==> src/rtl/pc_gen_unit_pkg.sv <==
// Shared types and default vectors for the program-counter generator.
package pc_pkg;

    // Next-PC source encoding as presented on pc_src_i
    typedef enum logic [1:0] {
        PC_SEQ    = 2'b00,
        PC_BRANCH = 2'b01,
        PC_JALR   = 2'b10,
        PC_TRET   = 2'b11
    } pc_src_e;

    // Sequencer states of the PC generator
    typedef enum logic [1:0] {
        BOOT = 2'd0,
        RUN  = 2'd1,
        HOLD = 2'd2
    } pcgen_state_e;

    localparam int          XLEN_DEF         = 32;
    localparam logic [31:0] RESET_VECTOR_DEF = 32'h0000_0000;
    localparam logic [31:0] TRAP_VECTOR_DEF  = 32'h0000_0100;
    localparam int          INSTR_BYTES_DEF  = 4;

endpackage

==> src/rtl/pc_gen_unit_if.sv <==
// Control/fetch-side bus of the PC generator.
interface pc_gen_unit_if #(
    parameter int XLEN = 32
);
    logic            stall_i;
    logic [1:0]      pc_src_i;
    logic [XLEN-1:0] branch_target_i;
    logic [XLEN-1:0] jalr_target_i;
    logic            trap_i;
    logic [XLEN-1:0] pc_o;
    logic [XLEN-1:0] pc_plus4_o;
    logic [XLEN-1:0] epc_o;
    logic            misalign_o;
    logic            redirect_pending_o;
    logic            fetch_valid_o;

    // Control unit / hazard logic side
    modport master (
        output stall_i, pc_src_i, branch_target_i, jalr_target_i, trap_i,
        input  pc_o, pc_plus4_o, epc_o, misalign_o, redirect_pending_o, fetch_valid_o
    );

    // PC generator side
    modport slave (
        input  stall_i, pc_src_i, branch_target_i, jalr_target_i, trap_i,
        output pc_o, pc_plus4_o, epc_o, misalign_o, redirect_pending_o, fetch_valid_o
    );
endinterface

==> src/rtl/pc_gen_unit_target_mux.sv <==
// Candidate next-PC selection with JALR bit-0 clearing and alignment check.
module pc_target_mux
    import pc_pkg::*;
#(
    parameter int XLEN        = 32,
    parameter int INSTR_BYTES = 4
) (
    input  logic [1:0]      pc_src_i,
    input  logic [XLEN-1:0] pc_i,
    input  logic [XLEN-1:0] branch_target_i,
    input  logic [XLEN-1:0] jalr_target_i,
    input  logic [XLEN-1:0] epc_i,
    output logic [XLEN-1:0] target_o,
    output logic            misalign_o
);
    localparam logic [XLEN-1:0] ALIGN_MASK = XLEN'(INSTR_BYTES - 1);

    pc_src_e src;
    assign src = pc_src_e'(pc_src_i);

    // Pick the candidate and flag misaligned branch/JALR targets only
    always_comb begin
        target_o = pc_i + XLEN'(INSTR_BYTES);
        case (src)
            PC_SEQ:    target_o = pc_i + XLEN'(INSTR_BYTES);
            PC_BRANCH: target_o = branch_target_i;
            PC_JALR:   target_o = {jalr_target_i[XLEN-1:1], 1'b0};
            PC_TRET:   target_o = epc_i;
            default:   target_o = pc_i + XLEN'(INSTR_BYTES);
        endcase
        misalign_o = ((src == PC_BRANCH) || (src == PC_JALR)) && (|(target_o & ALIGN_MASK));
    end
endmodule

==> src/rtl/pc_gen_unit.sv <==
// Registered fetch-PC generator: BOOT/RUN/HOLD sequencing, stall-time
// redirect capture, misaligned-target traps and EPC save.
module pc_gen_unit
    import pc_pkg::*;
#(
    parameter int              XLEN         = 32,
    parameter logic [XLEN-1:0] RESET_VECTOR = XLEN'(RESET_VECTOR_DEF),
    parameter logic [XLEN-1:0] TRAP_VECTOR  = XLEN'(TRAP_VECTOR_DEF),
    parameter int              INSTR_BYTES  = INSTR_BYTES_DEF
) (
    input  logic         clk,
    input  logic         rst,
    pc_gen_unit_if.slave pc_if
);
    localparam logic [1:0] ST_BOOT = 2'(BOOT);
    localparam logic [1:0] ST_RUN  = 2'(RUN);
    localparam logic [1:0] ST_HOLD = 2'(HOLD);

    logic [1:0]      state_q, state_d;
    logic [XLEN-1:0] pc_q, pc_d;
    logic [XLEN-1:0] epc_q, epc_d;
    logic [XLEN-1:0] pend_q, pend_d;
    logic            pend_valid_q, pend_valid_d;
    logic            misalign_q, misalign_d;

    logic [XLEN-1:0] cand;
    logic            cand_misalign;

    pc_target_mux #(
        .XLEN        (XLEN),
        .INSTR_BYTES (INSTR_BYTES)
    ) u_mux (
        .pc_src_i        (pc_if.pc_src_i),
        .pc_i            (pc_q),
        .branch_target_i (pc_if.branch_target_i),
        .jalr_target_i   (pc_if.jalr_target_i),
        .epc_i           (epc_q),
        .target_o        (cand),
        .misalign_o      (cand_misalign)
    );

    // Next-state: trap beats misalignment beats stall; HOLD waits for release
    always_comb begin
        state_d      = state_q;
        pc_d         = pc_q;
        epc_d        = epc_q;
        pend_d       = pend_q;
        pend_valid_d = pend_valid_q;
        misalign_d   = 1'b0;
        case (state_q)
            ST_BOOT: state_d = ST_RUN;
            ST_RUN: begin
                if (pc_if.trap_i) begin
                    pc_d  = TRAP_VECTOR;
                    epc_d = pc_q;
                end else if (cand_misalign) begin
                    pc_d       = TRAP_VECTOR;
                    epc_d      = pc_q;
                    misalign_d = 1'b1;
                end else if (pc_if.stall_i && (pc_if.pc_src_i != 2'(PC_SEQ))) begin
                    pend_d       = cand;
                    pend_valid_d = 1'b1;
                    state_d      = ST_HOLD;
                end else if (!pc_if.stall_i) begin
                    pc_d = cand;
                end
            end
            ST_HOLD: begin
                if (pc_if.trap_i) begin
                    pc_d         = TRAP_VECTOR;
                    epc_d        = pc_q;
                    pend_valid_d = 1'b0;
                    state_d      = ST_RUN;
                end else if (!pc_if.stall_i) begin
                    pc_d         = pend_q;
                    pend_valid_d = 1'b0;
                    state_d      = ST_RUN;
                end
            end
            default: state_d = ST_BOOT;
        endcase
    end

    // State registers; reset also drops any captured redirect
    always_ff @(posedge clk or posedge rst) begin
        if (rst) begin
            state_q      <= ST_BOOT;
            pc_q         <= RESET_VECTOR;
            epc_q        <= '0;
            pend_q       <= '0;
            pend_valid_q <= 1'b0;
            misalign_q   <= 1'b0;
        end else begin
            state_q      <= state_d;
            pc_q         <= pc_d;
            epc_q        <= epc_d;
            pend_q       <= pend_d;
            pend_valid_q <= pend_valid_d;
            misalign_q   <= misalign_d;
        end
    end

    assign pc_if.pc_o               = pc_q;
    assign pc_if.pc_plus4_o         = pc_q + XLEN'(INSTR_BYTES);
    assign pc_if.epc_o              = epc_q;
    assign pc_if.misalign_o         = misalign_q;
    assign pc_if.redirect_pending_o = pend_valid_q;
    assign pc_if.fetch_valid_o      = (state_q == ST_RUN) && !pc_if.stall_i;
endmodule

==> src/flat_wrapper.sv <==
// flat-port wrapper written by rule: the top's interface ports become plain ports
module pc_gen_unit_flat import pc_pkg::*;
#(
    parameter int              XLEN         = 32,
    parameter logic [XLEN-1:0] RESET_VECTOR = XLEN'(RESET_VECTOR_DEF),
    parameter logic [XLEN-1:0] TRAP_VECTOR  = XLEN'(TRAP_VECTOR_DEF),
    parameter int              INSTR_BYTES  = INSTR_BYTES_DEF
)
  (clk, rst, pc_if_stall_i, pc_if_pc_src_i, pc_if_branch_target_i, pc_if_jalr_target_i, pc_if_trap_i, pc_if_pc_o, pc_if_pc_plus4_o, pc_if_epc_o, pc_if_misalign_o, pc_if_redirect_pending_o, pc_if_fetch_valid_o);
  pc_gen_unit_if #(.XLEN(XLEN)) pc_if_i ();
  input  logic clk;
  input  logic rst;
  input wire logic [$bits(pc_if_i.stall_i)-1:0] pc_if_stall_i;
  input wire logic [$bits(pc_if_i.pc_src_i)-1:0] pc_if_pc_src_i;
  input wire logic [$bits(pc_if_i.branch_target_i)-1:0] pc_if_branch_target_i;
  input wire logic [$bits(pc_if_i.jalr_target_i)-1:0] pc_if_jalr_target_i;
  input wire logic [$bits(pc_if_i.trap_i)-1:0] pc_if_trap_i;
  output wire logic [$bits(pc_if_i.pc_o)-1:0] pc_if_pc_o;
  output wire logic [$bits(pc_if_i.pc_plus4_o)-1:0] pc_if_pc_plus4_o;
  output wire logic [$bits(pc_if_i.epc_o)-1:0] pc_if_epc_o;
  output wire logic [$bits(pc_if_i.misalign_o)-1:0] pc_if_misalign_o;
  output wire logic [$bits(pc_if_i.redirect_pending_o)-1:0] pc_if_redirect_pending_o;
  output wire logic [$bits(pc_if_i.fetch_valid_o)-1:0] pc_if_fetch_valid_o;
  assign pc_if_i.stall_i = pc_if_stall_i;
  assign pc_if_i.pc_src_i = pc_if_pc_src_i;
  assign pc_if_i.branch_target_i = pc_if_branch_target_i;
  assign pc_if_i.jalr_target_i = pc_if_jalr_target_i;
  assign pc_if_i.trap_i = pc_if_trap_i;
  assign pc_if_pc_o = pc_if_i.pc_o;
  assign pc_if_pc_plus4_o = pc_if_i.pc_plus4_o;
  assign pc_if_epc_o = pc_if_i.epc_o;
  assign pc_if_misalign_o = pc_if_i.misalign_o;
  assign pc_if_redirect_pending_o = pc_if_i.redirect_pending_o;
  assign pc_if_fetch_valid_o = pc_if_i.fetch_valid_o;
  pc_gen_unit #(.XLEN(XLEN), .RESET_VECTOR(RESET_VECTOR), .TRAP_VECTOR(TRAP_VECTOR), .INSTR_BYTES(INSTR_BYTES)) u_core (.clk(clk), .rst(rst), .pc_if(pc_if_i));
endmodule
==> config.mk <==
export PLATFORM = sky130hd
export DESIGN_NAME = pc_gen_unit_flat
export DESIGN_NICKNAME = d
export VERILOG_FILES = /design/src/rtl/pc_gen_unit_pkg.sv /design/src/rtl/pc_gen_unit_if.sv /design/src/rtl/pc_gen_unit_target_mux.sv /design/src/rtl/pc_gen_unit.sv /design/src/flat_wrapper.sv
export SDC_FILE = /design/constraint.sdc
export NUM_CORES = 1
export LEC_CHECK = 0
export CAP_MARGIN = 20
export CORE_MARGIN = 1.5
export CORE_UTILIZATION = 64
export DETAILED_ROUTE_END_ITERATION = 10
export DONT_BUFFER_PORTS = 1
export GPL_ROUTABILITY_DRIVEN = 0
export PLACE_DENSITY = 0.87
export SLEW_MARGIN = 20
export SYNTH_ARGS = -nofsm -noshare
export SYNTH_HDL_FRONTEND = slang
export SYNTH_SLANG_ARGS = --single-unit
==> constraint.sdc <==
create_clock -name clk -period 4.2 [get_ports clk]
set_input_delay 0.63 -clock clk [delete_from_list [all_inputs] [get_ports clk]]
set_output_delay 0.63 -clock clk [all_outputs]
set_load 0.01 [all_outputs]
==> results.json <==
{
  "status": "finished clean",
  "synth_xor_area_share_pct": 4.298,
  "cp-start-kind": "flop",
  "drc": 0,
  "core_um2": 8678,
  "cts_tree": "yes",
  "drt-initial-drc-count": 362,
  "fillers": 628,
  "synth_cell_types": 55,
  "synth_ff_type": "dfrtp_1",
  "die_area_um2": 9491,
  "overflow": 0,
  "final_hold_viol_count": 0,
  "synth_compound_area_share_pct": 19.78,
  "multi_input_area_um2": 2875,
  "wl_per_cell_um": 23.56,
  "hold_buffers": 0,
  "final_common_cell": "dfrtp_1",
  "regArea_um2": 2502,
  "cp_data_required_time_ns": 3.57,
  "grt_usage_pct": 32.24,
  "cts_num_sinks": 100,
  "mostFrequentLayoutCells": "100 x dfrtp_1, 47 x mux2_2, 42 x nor2_1",
  "dpl.hpwl_um": 10350,
  "setup_viol": 0,
  "start_util_pct": 65.74,
  "cap_violations": 0,
  "route.vias.total": 4578,
  "ioPinCount": 169,
  "p_leak_uw": 0.002545,
  "synth_top_family_by_area": "compound AO/OA/AOI/OAI gates",
  "slew_headroom_pct": 38.67,
  "holdWs_ns": 0.2919,
  "tightest_slew_ns": 0.9129,
  "synth-seq-area-share_pct": 43.86,
  "drive_gt1_share_pct": 16.33,
  "syn_inst": 556,
  "first_pass_iters": 6,
  "synth_warnings": 0,
  "path_class": "reg2out",
  "max_freq_ghz": 0.2802,
  "fin_crit_ns": 3.569,
  "skew_ns": 0.008217,
  "clk_pin_slew_ns": 0.10,
  "area_growth_pct": 3.772,
  "power_density_nw_per_um2": 813.5,
  "post-route-period-util_pct": 84.97,
  "synthSimpleGateAreaFrac_pct": 13.07,
  "rows": 34,
  "rsz0062_at_grt": "false",
  "p_total_uw": 4816,
  "cp.arrival_ns": 2.94,
  "holdCritPathClass": "in2async",
  "cts_buffers": 9,
  "dieWidth_um": 97.42,
  "end_kind": "output port",
  "antenna_found_initial": 0,
  "ir_drop_mv": 0.4629,
  "syn_area_per_cell_um2": 10.26,
  "ys_ff_latch": 100,
  "antenna_left": 0,
  "cts-root-buf": "clkbuf_8",
  "synth_fp_nets": 635,
  "port_buffers": 0,
  "finalMaxSlewViolations": 0,
  "nNetsFinal": 614,
  "routed_wl_um": 15240,
  "grt_pass1_vias": 4719,
  "antenna_cells": 0,
  "synth_fa_ha_area_share_pct": 1.974,
  "grt_first_pass_wirelength_um": 24250,
  "tns_ns": 0,
  "synth_mux_area_share_pct": 10.94,
  "crit_path_max_fanout": 9,
  "worstSkewPairLatency_ns": 0.36,
  "via_per_inst": 7.076,
  "post-cts-setup-buffers": 0,
  "async_flop_share_pct": 100.0,
  "clockBufferDepth": 2,
  "grt_max_degree": 67,
  "die_h_um": 97.42,
  "syn-cell-area_um2": 5705,
  "h-tree-depth": 3,
  "synth_edf_count": 0,
  "ctsResizeCount": 0
}
[area by class of cell]
class,instances,area share [%]
Clock inverter,6,1.500
Sequential cell,100,42.27
Tap cell,108,2.282
Multi-Input combinational cell,387,48.56
Clock buffer,9,2.092
Inverter,26,1.691
Timing Repair Buffer,11,1.606
[per-layer routing]
layer	part of all wire [%]	track usage (%)	wire length, µm	vias up
met1	39	40.26	5873	2242
met2	50	54.27	7625	291
met4	2.0	13.30	299	0
met3	9.5	7.194	1445	31
li1	-	-	-	2014
met5	0	0	0	-
[path summary, 6_finish.rpt]
path	to	from	slack, ns	cells after the start
max	pc_if_pc_plus4_o[30]	u_core.pc_if.pc_o[2]	0.63	6
min in group clk	u_core.pend_q[25]	u_core.pend_q[25]	0.49	1
min reg2reg	u_core.pend_q[25]	u_core.pend_q[25]	0.49	1
max in group asynchronous	u_core.pc_if.pc_o[6]	rst	2.90	2
min	u_core.pc_if.epc_o[14]	rst	0.29	1
max reg2reg	u_core.pc_if.pc_o[22]	u_core.pc_if.pc_o[2]	1.20	7
[flip-flops by register name (all words and copies together), names as in the netlist]
register and flops:
u_core.pc_if.epc_o 32, u_core.pc_if.pc_o 32, u_core.pend_q 32, u_core.state_q 2, u_core.pc_if.misalign_o 1, u_core.pc_if.redirect_pending_o 1
[through the flow]
step	instances	util (%)	setup slack (ns)	cell area [µm²]
2_1_floorplan	556	-	0.9512	5705
5_1_grt	647	68.22	0.5019	5921
3_3_place_gp	632	65.77	0.9533	5708
3_5_place_dp	632	65.77	0.7883	5708
4_1_cts	647	68.22	0.7055	5921
6_report	647	68.22	0.6313	5921
[power by group]
group	total, µW	switching, µW	internal, µW
clock network	674	340	334
logic	1940	1090	845
registers	2210	754	1450
total	4820	2190	2630
[kinds of logic after synthesis]
family          Yosys count
compound gates          149
xor+xnor                 28
fa+ha+maj                 9
buf+inv                  69
flops                   100
mux                      56
simple gates            145
[cell usage after synthesis (all sizes together) (2+ instances only)]
master / n / area, µm²
dfrtp: 100 / 2502
mux2: 51 / 574.3
nor2: 42 / 157.7
nand2: 40 / 150.1
clkbuf: 34 / 188.9
a222oi: 27 / 270.3
a21oi: 26 / 130.1
inv: 25 / 93.84
a22oi: 22 / 165.2
xor2: 15 / 131.4
a211oi: 14 / 105.1
a31oi: 13 / 102.6
xnor2: 13 / 113.9
nand3: 12 / 65.06
nand4: 12 / 90.09
a21o: 11 / 82.58
a211o: 10 / 87.58
and2: 10 / 63.81
o21a: 10 / 75.07
buf: 9 / 60.05
ha: 9 / 112.6
o21ai: 8 / 43.79
nor2b: 6 / 37.54
nor3: 6 / 30.03
nor4: 6 / 58.80
mux2i: 5 / 50.05
and3: 3 / 20.02
and4: 3 / 26.28
a22o: 2 / 17.52
nand2b: 2 / 20.02
nand3b: 2 / 15.01
o211ai: 2 / 15.01
[worst max-delay path, stage by stage, from the launching register on]
cell and delay (ns):
dfrtp_1 0.58, ha_1 0.29, nand3_2 0.20, nor3_1 0.81, nand3_1 0.19, xor2_1 0.36, inv_1 0.14
(Power assumes the default switching activity.)
